--- config.mk ---
export PLATFORM = sky130hd
export DESIGN_NAME = ula_resultado_display
export DESIGN_NICKNAME = d
export VERILOG_FILES = /design/src/rtl/ula_pkg.sv /design/src/rtl/bcd_para_7seg.sv /design/src/rtl/ula_resultado_display.sv
export SDC_FILE = /design/constraint.sdc
export NUM_CORES = 1
export LEC_CHECK = 0
export BUFFER_PORTS_ARGS = -buffer_cell sky130_fd_sc_hd__buf_2
export CAP_MARGIN = 20
export CORE_AREA = 2 2 84 86
export DETAILED_ROUTE_END_ITERATION = 10
export DIE_AREA = 0 0 86 88
export SLEW_MARGIN = 10
export SYNTH_ARGS = -nofsm -noshare
export SYNTH_HDL_FRONTEND = slang
export SYNTH_SLANG_ARGS = --single-unit
--- constraint.sdc ---
create_clock -name Clk -period 2.69 [get_ports Clk]
set_clock_uncertainty 0.15 [all_clocks]
set_input_delay 0 -clock Clk [delete_from_list [all_inputs] [get_ports Clk]]
set_output_delay 0 -clock Clk [all_outputs]
set_load 0.005 [all_outputs]
--- src/rtl/ula_pkg.sv ---
// Shared types and active-low (gfedcba) segment patterns for the ULA result display.
package ula_pkg;

  typedef enum logic [1:0] {
    OCIOSO   = 2'd0,
    DESLOCA  = 2'd1,
    ATUALIZA = 2'd2
  } estado_t;

  typedef enum logic [1:0] {
    SEL_NUM = 2'd0,
    SEL_E   = 2'd1,
    SEL_R   = 2'd2
  } sel_t;

  localparam logic [6:0] SEG_0     = 7'b1000000;
  localparam logic [6:0] SEG_1     = 7'b1111001;
  localparam logic [6:0] SEG_2     = 7'b0100100;
  localparam logic [6:0] SEG_3     = 7'b0110000;
  localparam logic [6:0] SEG_4     = 7'b0011001;
  localparam logic [6:0] SEG_5     = 7'b0010010;
  localparam logic [6:0] SEG_6     = 7'b0000010;
  localparam logic [6:0] SEG_7     = 7'b1111000;
  localparam logic [6:0] SEG_8     = 7'b0000000;
  localparam logic [6:0] SEG_9     = 7'b0010000;
  localparam logic [6:0] SEG_E     = 7'b0000110;
  localparam logic [6:0] SEG_r     = 7'b0101111;
  localparam logic [6:0] SEG_BLANK = 7'b1111111;

  function automatic logic [6:0] seg_digito(input logic [3:0] d);
    case (d)
      4'd0:    return SEG_0;
      4'd1:    return SEG_1;
      4'd2:    return SEG_2;
      4'd3:    return SEG_3;
      4'd4:    return SEG_4;
      4'd5:    return SEG_5;
      4'd6:    return SEG_6;
      4'd7:    return SEG_7;
      4'd8:    return SEG_8;
      4'd9:    return SEG_9;
      default: return SEG_BLANK;
    endcase
  endfunction

endpackage

--- src/rtl/bcd_para_7seg.sv ---
// Combinational BCD nibble to 7-segment decoder with blanking and "E"/"r" overrides.
module bcd_para_7seg
  import ula_pkg::*;
#(
  parameter bit SEG_ATIVO_BAIXO = 1'b1
) (
  input  logic [3:0] digito_i,
  input  logic       apaga_i,
  input  sel_t       sel_i,
  output logic [6:0] seg_o
);

  logic [6:0] seg_baixo;

  always_comb begin
    seg_baixo = SEG_BLANK;
    case (sel_i)
      SEL_E:   seg_baixo = SEG_E;
      SEL_R:   seg_baixo = SEG_r;
      default: seg_baixo = apaga_i ? SEG_BLANK : seg_digito(digito_i);
    endcase
    seg_o = SEG_ATIVO_BAIXO ? seg_baixo : ~seg_baixo;
  end

endmodule

--- src/rtl/ula_resultado_display.sv ---
// Captures the ULA result and flags on Load, converts to BCD by shift-add-3 (one bit per
// cycle) and registers the three 7-segment displays and flag LEDs once the conversion ends.
module ula_resultado_display
  import ula_pkg::*;
#(
  parameter int LARGURA         = 8,
  parameter int DIGITOS         = 3,
  parameter bit SEG_ATIVO_BAIXO = 1'b1,
  parameter bit BLANK_LZ        = 1'b1
) (
  input  logic               Clk,
  input  logic               Rst,
  input  logic [LARGURA-1:0] S,
  input  logic               Z,
  input  logic               OV,
  input  logic               COUT,
  input  logic               ERR,
  input  logic               Load,
  output logic               Busy,
  output logic               Done,
  output logic [6:0]         HEX0,
  output logic [6:0]         HEX1,
  output logic [6:0]         HEX2,
  output logic [3:0]         LEDR
);

  localparam int BCD_W = 4 * DIGITOS;
  localparam int CNT_W = (LARGURA > 1) ? $clog2(LARGURA) : 1;
  localparam logic [6:0] SEG_OFF = SEG_ATIVO_BAIXO ? 7'h7F : 7'h00;

  estado_t            estado_q;
  logic [LARGURA-1:0] sh_q, sh_d;
  logic [BCD_W-1:0]   bcd_q, bcd_d, bcd_adj;
  logic [CNT_W-1:0]   cnt_q;
  logic [3:0]         flags_q;
  logic               pend_q, busy_q, done_q;
  logic [6:0]         hex0_q, hex1_q, hex2_q;
  logic [3:0]         ledr_q;
  logic               captura;
  logic [6:0]         seg0, seg1, seg2;

  always_comb begin
    bcd_adj = bcd_q;
    for (int k = 0; k < DIGITOS; k++) begin
      if (bcd_q[4*k +: 4] >= 4'd5) bcd_adj[4*k +: 4] = bcd_q[4*k +: 4] + 4'd3;
    end
  end

  assign {bcd_d, sh_d} = {bcd_adj, sh_q} << 1;

  // A pending (or simultaneous) Load at ATUALIZA chains straight into the next capture.
  assign captura = ((estado_q == OCIOSO) && Load) ||
                   ((estado_q == ATUALIZA) && (Load || pend_q));

  logic [3:0] cent, dez, uni;
  logic       erro;
  assign cent = bcd_q[11:8];
  assign dez  = bcd_q[7:4];
  assign uni  = bcd_q[3:0];
  assign erro = flags_q[3];

  bcd_para_7seg #(.SEG_ATIVO_BAIXO(SEG_ATIVO_BAIXO)) u_hex2 (
    .digito_i (cent),
    .apaga_i  (BLANK_LZ && (cent == 4'd0)),
    .sel_i    (erro ? SEL_E : SEL_NUM),
    .seg_o    (seg2)
  );

  bcd_para_7seg #(.SEG_ATIVO_BAIXO(SEG_ATIVO_BAIXO)) u_hex1 (
    .digito_i (dez),
    .apaga_i  (BLANK_LZ && (cent == 4'd0) && (dez == 4'd0)),
    .sel_i    (erro ? SEL_R : SEL_NUM),
    .seg_o    (seg1)
  );

  bcd_para_7seg #(.SEG_ATIVO_BAIXO(SEG_ATIVO_BAIXO)) u_hex0 (
    .digito_i (uni),
    .apaga_i  (1'b0),
    .sel_i    (erro ? SEL_R : SEL_NUM),
    .seg_o    (seg0)
  );

  always_ff @(posedge Clk or posedge Rst) begin
    if (Rst) begin
      estado_q <= OCIOSO;
      sh_q     <= '0;
      bcd_q    <= '0;
      cnt_q    <= '0;
      flags_q  <= '0;
      pend_q   <= 1'b0;
      busy_q   <= 1'b0;
      done_q   <= 1'b0;
      ledr_q   <= '0;
      hex0_q   <= SEG_OFF;
      hex1_q   <= SEG_OFF;
      hex2_q   <= SEG_OFF;
    end else begin
      done_q <= 1'b0;
      case (estado_q)
        OCIOSO: ;
        DESLOCA: begin
          bcd_q <= bcd_d;
          sh_q  <= sh_d;
          cnt_q <= cnt_q + CNT_W'(1);
          if (Load) pend_q <= 1'b1;
          if (cnt_q == CNT_W'(LARGURA - 1)) estado_q <= ATUALIZA;
        end
        ATUALIZA: begin
          hex0_q   <= seg0;
          hex1_q   <= seg1;
          hex2_q   <= seg2;
          ledr_q   <= flags_q;
          done_q   <= 1'b1;
          pend_q   <= 1'b0;
          busy_q   <= 1'b0;
          estado_q <= OCIOSO;
        end
        default: estado_q <= OCIOSO;
      endcase
      if (captura) begin
        sh_q     <= S;
        flags_q  <= {ERR, COUT, OV, Z};
        bcd_q    <= '0;
        cnt_q    <= '0;
        busy_q   <= 1'b1;
        estado_q <= DESLOCA;
      end
    end
  end

  assign Busy = busy_q;
  assign Done = done_q;
  assign HEX0 = hex0_q;
  assign HEX1 = hex1_q;
  assign HEX2 = hex2_q;
  assign LEDR = ledr_q;

endmodule

==> impl_metrics.tcl, run 1 <==
set metrics [dict create \
    worst_pin_slew_ns 0.441 \
    drcViolationCount 0 \
    htreeDepth 3 \
    clock_latency_ns 0.34 \
    p_per_area_nw_per_um2 1180 \
    placeableCoreArea_um2 6640 \
    relSlewSlack_pct 70.5 \
    arrival_ns 2.07 \
    initial_utilization_pct 43.7 \
    totalPowerFinal_mw 4.11 \
    seq_area_frac_synth_pct 50.0 \
    synth_area_leader_cell "dfrtp_1" \
    power.leakage_nw 1.59 \
    pin_count 42 \
    rsz0062_at_grt "no" \
    fin_ws_ns 0.725 \
    design_area_um2 3490 \
    drt_wl_total_um 6170 \
    timing.reg2reg.setup_slack_ns 0.72 \
    drive_gt1_share_pct 25.7 \
    period_minus_slack_ns 1.97 \
    fmax_mhz 509 \
    ir_worst_vdd_v 0.000420 \
    outcome "finished, final reports clean" \
    regArea_um2 1450 \
    via_per_inst 5.26 \
    synth_edf_count 0 \
    wire_per_inst_um 14.1 \
    path_clk_slew_ns 0.07 \
    overflow 0 \
    end_kind "flip-flop" \
    final-hold-violation-count 0 \
    ys_types 42 \
    tns_ns 0 \
    path_cells "inv_1 -> ha_1 -> nand2b_1 -> a21oi_1 -> mux2_2 -> o22ai_1" \
    first_global_vias 2271 \
    postCtsSetupRepairBufs 0 \
    grt_first_pass_wirelength_um 10900 \
    setup_viol 0 \
    synth_warnings 0 \
    synth_area_leaders "dfrtp_1 (31%), dfstp_2 (19%), ha_1 (7.8%)" \
    worstHoldPathType "in2async" \
    synthesis.area_um2 2900 \
    clock_tree.root_cell "clkbuf_8" \
    drt_first_pass_iters 4 \
    die_h_um 88 \
    fillCellCount 665 \
    port_buffers 41 \
    clock-sinks 57 \
    cts_tree "done" \
    cp_max_fo 5 \
    dpl.hpwl_um 4200 \
    via_count 2304 \
    crit_required_ns 2.79 \
    cts-buffers-inserted 9 \
    dieArea_um2 7570 \
    ys.flop_type "dfrtp_1" \
    num_antenna_cells 0 \
    placed_area_um2 3180 \
    pre_cts_ws_ns 0.738 \
    synthArstFlopShare_pct 100 \
    synth_nets 331 \
    grt_usage_pct 18.5 \
    min_period_over_period_pct 73.1 \
    ant_nets 0 \
    drtIter0Drc 114 \
    place_congestion 0.828 \
    reg2regPathDepth 6 \
    die_x_um 86 \
    syn_to_final_growth_pct 20.1 \
    start_kind "flip-flop" \
    syn_avg_cell_area_um2 9.75 \
    syn_inst 298 \
    slowest_delay_ns 0.42 \
    multi_input_area_um2 1330 \
    synth_top_area_share_pct 31.0 \
    drv_slew 0 \
    ys_ff_latch 57 \
    utilization_pct 52.5 \
    clock_path_buffers 2 \
    maxCapViolCount 0 \
    final_nets 386 \
    crit_slowest_cell "dfrtp_1" \
    critical_path_class "reg2reg" \
    grt_max_degree 25 \
    row_count 30 \
    ctsResizeCount 0 \
    antenna_found_initial 0 \
]
## state kept, by name (all words and copies together) (netlist names)
name / count
Done: 1
Busy: 1
cnt_q: 3
HEX0: 7
HEX2: 7
HEX1: 7
estado_q: 2
pend_q: 1
bcd_q: 12
flags_q: 4
LEDR: 4
sh_q: 8
## path summary, 6_finish.rpt
kind                                      start                     end
setup / recovery           bcd_q[4]$_DFFE_PP0P_    bcd_q[6]$_DFFE_PP0P_
min in group Clk                           S[2]     sh_q[2]$_DFFE_PP0P_
hold / removal                              Rst  flags_q[0]$_DFFE_PP0N_
max in group asynchronous                   Rst     HEX0[3]$_DFFE_PP1P_
hold reg to reg             HEX1[2]$_DFFE_PP1P_     HEX1[2]$_DFFE_PP1P_
setup reg to reg           bcd_q[4]$_DFFE_PP0P_    bcd_q[6]$_DFFE_PP0P_
## cell usage after synthesis (2+ instances only)
cell and instances:
mux2_2 4, o22ai_1 5, buf_2 3, o311ai_1 3, nor3b_1 2, o21ai_1 4
mux2i_1 2, nand2_1 57, xnor2_1 4, nand3_1 5, a21o_1 2, a22o_1 5
nor2_1 11, nor2b_1 3, a22oi_1 8, a211oi_1 3, nand2b_1 8, o21ai_0 23
dfrtp_1 36, o22a_1 9, or3_1 3, dfstp_2 21, a21oi_1 16, clkbuf_1 13
ha_1 18, inv_1 11, a31oi_1 2, o31ai_1 3
## routing by layer
layer	wire, um	track usage [%]	vias up
met4	87	8.51	0
met5	0	0	-
met1	3010	25.9	1095
met3	279	3.96	7
met2	2790	27.6	52
li1	-	-	1150
## placed cells by master, fill, tap and decap left out, drive strengths merged, types with 3 or more instances in the layout
cell type    synthesis  final
mux2                 4      4
o311ai               3      3
o22a                 9      9
clkinv               0      4
a21oi               16     16
or3                  3      3
o22ai                5      5
a211oi               3      3
nor2                12     12
clkbuf              13     12
nor2b                3      3
buf                  5     48
a22o                 5      5
ha                  18     18
nand2b               8      8
xnor2                4      4
dfstp               21     21
o21ai               27     27
dlygate4sd3          0     14
o31ai                3      3
nand3                5      5
dfrtp               36     36
a22oi                8      8
nand2               57     57
inv                 12     12
## power breakdown
group          leakage, nW  switching, mW  total (mW)  internal, mW
combinational        0.839          0.919        1.75         0.827
sequential           0.664          0.340        1.67          1.33
clock               0.0899          0.339       0.693         0.353
total                 1.59           1.60        4.11          2.51
## metrics by stage
stage,std cells,hold slack (ns)
after floorplan,298,-0.0332
after global placement,408,-0.153
after detailed placement,408,-0.149
after CTS,438,0.0333
after global routing,438,0.0739
final,438,0.0272
## cells by family after synthesis
logic type	share of synthesized area (%)
simple gates	14.5
xor+xnor	1.51
buf+inv	4.27
compound gates	19.7
fa+ha+maj	7.76
mux	2.24
flops	50.0
## final cells by class
class                      count  share of cell area, %
clock buffer                  12                   4.16
clock inverter                 4                  0.574
inverter                      12                   1.29
multi-input combinational    211                   38.1
sequential                    57                   41.6
tap                           80                   2.87
timing repair buffer          62                   11.4
## what timing repair did
action / in CTS / in global routing
hold buffers: 14 / 0
hold endpoints to repair: 50 / 0
endpoints found under the setup margin: 0 / 0
## critical path, delay by kind of cell, from the launching register on
family / cells / cell delay, ns
AO/OA/AOI/OAI: 2 / 0.42
adder cells (fa/ha/maj): 1 / 0.26
buffers and inverters: 1 / 0.18
flip-flops: 1 / 0.42
multiplexers: 1 / 0.38
AND/OR/NAND/NOR: 1 / 0.07
(Power assumes the default switching activity.)
==> run 2, diff against run 1 <==
clock period = 2.04 ns   (was 2.69 ns; I/O delays follow)
==> run 2 against run 1 <==
  * Non-clock buffer count rose by 7
  * Sequential cell count stayed put
  * Hold slack improved by 0.23 ns
  * Wire length shrank 2.0%
  * Total power is 38% higher
  * Setup slack worse by 0.50 ns
  * First-iteration DRC count is 18% higher
  * Sequential share of layout area fell by 1.0 points
  * Critical path depth is the same
  * Critical path type unchanged
==> impl_metrics.tcl, run 2 (synthesis gave the netlist of run 1 again) <==
set metrics [dict create \
    grt_max_degree 58 \
    design_area_um2 3570 \
    cp_max_fo 5 \
    htreeDepth 3 \
    crit_required_ns 2.14 \
    row_count 30 \
    ir_worst_vdd_v 0.000682 \
    clock_path_buffers 2 \
    p_per_area_nw_per_um2 1580 \
    setup_viol 0 \
    pin_count 42 \
    internal_power_mw 3.55 \
    drt_first_pass_iters 4 \
    mostFrequentLayoutCell "nand2_1" \
    drv_slew 0 \
    postCtsSetupRepairBufs 0 \
    slowest_delay_ns 0.42 \
    drt_wl_total_um 6040 \
    die_h_um 88 \
    overflow 0 \
    grt_usage_pct 17.8 \
    wire_per_inst_um 13.6 \
    dpl.hpwl_um 4180 \
    dieArea_um2 7570 \
    antenna_found_initial 0 \
    worstHoldPathType "in2async" \
    die_x_um 86 \
    p_sw_mw 2.10 \
    path_cells "inv_1 -> ha_1 -> nand2b_1 -> a21oi_1 -> mux2_2 -> o22ai_1" \
    power.leakage_nw 1.64 \
    num_antenna_cells 0 \
    drcViolationCount 0 \
    rsz0062_at_grt "no" \
    outcome "finished, final reports clean" \
    p_comb_share_pct 43.6 \
    clock-sinks 57 \
    clkPwrFrac_pct 18.9 \
    worst_pin_slew_ns 0.713 \
    initial_utilization_pct 43.7 \
    placed_area_um2 3240 \
    clock_latency_ns 0.33 \
    clock_tree.root_cell "clkbuf_8" \
    reg_top3 "bcd_q x12, sh_q x8" \
    placeableCoreArea_um2 6640 \
    crit_slowest_cell "dfrtp_1" \
    syn_to_final_growth_pct 23.1 \
    top_register "bcd_q" \
    arrival_ns 1.92 \
    start_kind "flip-flop" \
    final_nets 393 \
    drtIter0Drc 135 \
    end_kind "flip-flop" \
    grt_first_pass_wirelength_um 10600 \
    cts_tree "done" \
    period_minus_slack_ns 1.82 \
    final_cell_mix "nand2_1 (57), buf_2 (41), dfrtp_1 (36), o21ai_0 (23), dfstp_2 (21)" \
    critical_path_class "reg2reg" \
    place_congestion 0.881 \
    final-hold-violation-count 0 \
    path_buf_inv 1 \
    crit_path_start "bcd_q[4]$_DFFE_PP0P_" \
    tns_ns 0 \
    path_clk_slew_ns 0.07 \
    p_seq_share_pct 37.5 \
    fmax_mhz 550 \
    switching_share_pct 37.2 \
    cp_top_family "flip-flops" \
    relSlewSlack_pct 52.4 \
    cts-buffers-inserted 9 \
    via_count 2277 \
    ant_nets 0 \
    port_buffers 41 \
    maxCapViolCount 0 \
    via_per_inst 5.12 \
    r2r_start "bcd_q[4]$_DFFE_PP0P_" \
    largest_reg_flops 12 \
    min_period_over_period_pct 89.2 \
    drive_gt1_share_pct 27.1 \
    first_global_vias 2260 \
]
-- run 2: changes by cell type in the layout (fill, tap and decap cells not counted) --
cell / before / now
buf_4: 7 / 14
bufinv_16: 0 / 1
clkbuf_8: 10 / 11
clkinv_2: 4 / 2
-- run 2: power groups by stage --
stage	logic [mW]	clock network [mW]	registers, mW
after floorplan	1.76	0	2.08
after global placement	2.43	0	2.13
after global routing	2.84	1.15	2.20
after detailed placement	2.47	0	2.14
final	2.47	1.07	2.12
after CTS	2.50	1.10	2.12
-- run 2: final cells by class --
| class | count | area (um2) |
|---|---|---|
| Fill cell | 614 | 3070 |
| Tap cell | 80 | 100 |
| Multi-Input combinational cell | 211 | 1330 |
| Clock inverter | 3 | 40.0 |
| Inverter | 12 | 45.0 |
| Timing Repair Buffer | 69 | 450 |
| Sequential cell | 57 | 1450 |
| Clock buffer | 13 | 159 |
-- run 2: worst register-to-register path: cells and delay by family, from the launching register on --
family | cells | cell delay (ns)
flops | 1 | 0.42
fa+ha+maj | 1 | 0.26
mux | 1 | 0.36
buf+inv | 1 | 0.17
compound gates | 2 | 0.32
simple gates | 1 | 0.07
-- run 2: final timing paths --
path	to	slack (ns)	cells after the start
worst max-delay path	bcd_q[6]$_DFFE_PP0P_	0.22	6
worst min-delay path	pend_q$_DFFE_PP0P_	0.26	4
worst max register to register	bcd_q[6]$_DFFE_PP0P_	0.22	6
worst min register to register	HEX1[2]$_DFFE_PP1P_	0.31	2
max in group asynchronous	bcd_q[3]$_DFFE_PP0P_	1.00	4
min in group Clk	sh_q[2]$_DFFE_PP0P_	0.27	4
-- run 2: through the flow --
step	power (mW)	std cells	utilization (%)	hold WS [ns]	setup WS (ns)
floorplan	3.84	298	-	-0.0332	0.272
global placement	4.56	415	48.7	0.0554	0.274
detailed placement	4.61	415	48.7	0.0590	0.233
CTS	5.72	445	53.8	0.253	0.212
global route	6.20	445	53.8	0.279	0.0614
finish	5.65	445	53.8	0.255	0.221
-- run 2: repair_timing --
item,4_1_cts,5_1_grt
endpoints found under the setup margin,0,0
hold buffers,14,0
endpoints found under the hold margin,50,0
gates resized for setup,0,0
-- run 2: layer usage --
metal  wire length [um]  vias up  global-route usage, %
li1                   -     1162                      -
met1               2930     1062                   23.7
met2               2820       43                   28.8
met3                204       10                   4.34
met4                 82        0                   5.48
met5                  0        -                      0
==> run 3, diff against run 2 <==
CORE_AREA = 4 4 86 88   (was 2 2 84 86)
DIE_AREA = 0 0 90 92   (was 0 0 86 88)
==> run 3 against run 2 <==
  * Utilization is 0.17 points higher
  * Non-clock buffer count is 1 higher
  * Sequential cell count stayed put
  * Largest power group unchanged
  * Highest routed layer unchanged
==> impl_metrics.tcl, run 3 (synthesis gave the netlist of run 1 again) <==
set metrics [dict create \
    top_register "bcd_q" \
    worst_pin_slew_ns 0.523 \
    first_global_vias 2294 \
    num_antenna_cells 0 \
    initial_utilization_pct 43.7 \
    clock_path_buffers 2 \
    overflow 0 \
    rsz0062_at_grt "no" \
    totalPowerFinal_mw 5.63 \
    drive_gt1_share_pct 27.3 \
    wire_per_inst_um 13.9 \
    arrival_ns 1.94 \
    drt_wl_total_um 6200 \
    cp_max_fo 5 \
    clock_latency_ns 0.34 \
    dieArea_um2 8280 \
    period_minus_slack_ns 1.83 \
    row_count 30 \
    ir_worst_vdd_v 0.000633 \
    ctsResizeCount 0 \
    clock_tree.root_cell "clkbuf_8" \
    min_period_over_period_pct 89.8 \
    end_kind "flip-flop" \
    placeableCoreArea_um2 6640 \
    tns_ns 0 \
    die_h_um 92 \
    pin_count 42 \
    via_per_inst 5.24 \
    drcViolationCount 0 \
    cts-buffers-inserted 9 \
    reg_top3 "bcd_q x12, sh_q x8" \
    port_buffers 41 \
    start_kind "flip-flop" \
    multi_input_area_um2 1330 \
    final_cell_mix "nand2_1 (57), buf_2 (41), dfrtp_1 (36), o21ai_0 (23), dfstp_2 (21)" \
    grt_first_pass_wirelength_um 11100 \
    drt_first_pass_iters 4 \
    htreeDepth 3 \
    critical_path_class "reg2reg" \
    via_count 2335 \
    antenna_found_initial 0 \
    path_clk_slew_ns 0.07 \
    syn_to_final_growth_pct 23.5 \
    worstHoldPathType "in2async" \
    regArea_um2 1450 \
    outcome "finished, final reports clean" \
    largest_reg_flops 12 \
    final-hold-violation-count 0 \
    crit_required_ns 2.15 \
    maxCapViolCount 0 \
    final_nets 394 \
    ant_nets 0 \
    die_x_um 90 \
    mostFrequentLayoutCell "nand2_1" \
    power.leakage_nw 1.65 \
    place_congestion 0.881 \
    cts_tree "done" \
    clock-sinks 57 \
    fillCellCount 621 \
    fmax_mhz 546 \
    dpl.hpwl_um 4310 \
    grt_max_degree 35 \
    drv_slew 0 \
    p_per_area_nw_per_um2 1570 \
    relSlewSlack_pct 65.1 \
    drtIter0Drc 106 \
    grt_usage_pct 16.5 \
    setup_viol 0 \
]
## run 3: changes by cell type in the layout (fill, tap and decap cells not counted)
cell	delta
clkinv_2	+1
clkbuf_8	-1
buf_12	+1
## run 3: timing repair
action | in CTS | in global routing
hold endpoints to repair | 61 | 0
hold buffers | 14 | 0
buffers inserted | 0 | 0
## run 3: final timing paths
| kind | startpoint | endpoint | slack, ns | depth (start not counted) |
|---|---|---|---|---|
| max | bcd_q[4]$_DFFE_PP0P_ | bcd_q[6]$_DFFE_PP0P_ | 0.21 | 6 |
| min | Rst | flags_q[1]$_DFFE_PP0N_ | 0.09 | 3 |
| max reg2reg | bcd_q[4]$_DFFE_PP0P_ | bcd_q[6]$_DFFE_PP0P_ | 0.21 | 6 |
| min reg2reg | flags_q[2]$_DFFE_PP0N_ | LEDR[2]$_DFFE_PP0P_ | 0.31 | 2 |
| max in group asynchronous | Rst | HEX0[6]$_DFFE_PP1P_ | 1.01 | 4 |
| min in group Clk | S[0] | sh_q[0]$_DFFE_PP0P_ | 0.25 | 4 |
## run 3: power by group
group	switching (mW)	total, mW	internal (mW)
clock network	0.447	1.04	0.592
logic	1.33	2.50	1.18
registers	0.341	2.09	1.75
## run 3: critical path: stages, from the launching register on
cell	delay [ns]
dfrtp_1	0.42
inv_1	0.17
ha_1	0.26
nand2b_1	0.07
a21oi_1	0.19
mux2_2	0.36
o22ai_1	0.13
## run 3: stage by stage
step | util (%) | hold slack (ns) | instance area, um2 | std cells | setup WS [ns]
3_5_place_dp | 49.0 | -0.0770 | 3260 | 416 | 0.227
5_1_grt | 54.0 | 0.133 | 3590 | 446 | 0.0361
6_report | 54.0 | 0.0855 | 3590 | 446 | 0.208
3_3_place_gp | 49.0 | -0.0902 | 3260 | 416 | 0.273
2_1_floorplan | - | -0.0332 | 2900 | 298 | 0.272
4_1_cts | 54.0 | 0.0931 | 3590 | 446 | 0.201
## run 3: layout make-up
| class | instances | share of cell area (%) |
|---|---|---|
| timing repair buffer | 70 | 13.1 |
| clock inverter | 4 | 1.26 |
| tap | 80 | 2.79 |
| inverter | 12 | 1.26 |
| clock buffer | 12 | 4.05 |
| multi-input combinational | 211 | 37.0 |
| sequential | 57 | 40.5 |
## run 3: routing by layer
metal	GRT usage, %	up-vias	share of wire (%)	wire length, um
met5	0	-	0	0
met4	8.42	0	1.9	118
met3	3.53	11	4.8	299
met2	26.1	55	46	2870
met1	21.5	1103	47	2920
li1	-	1166	-	-
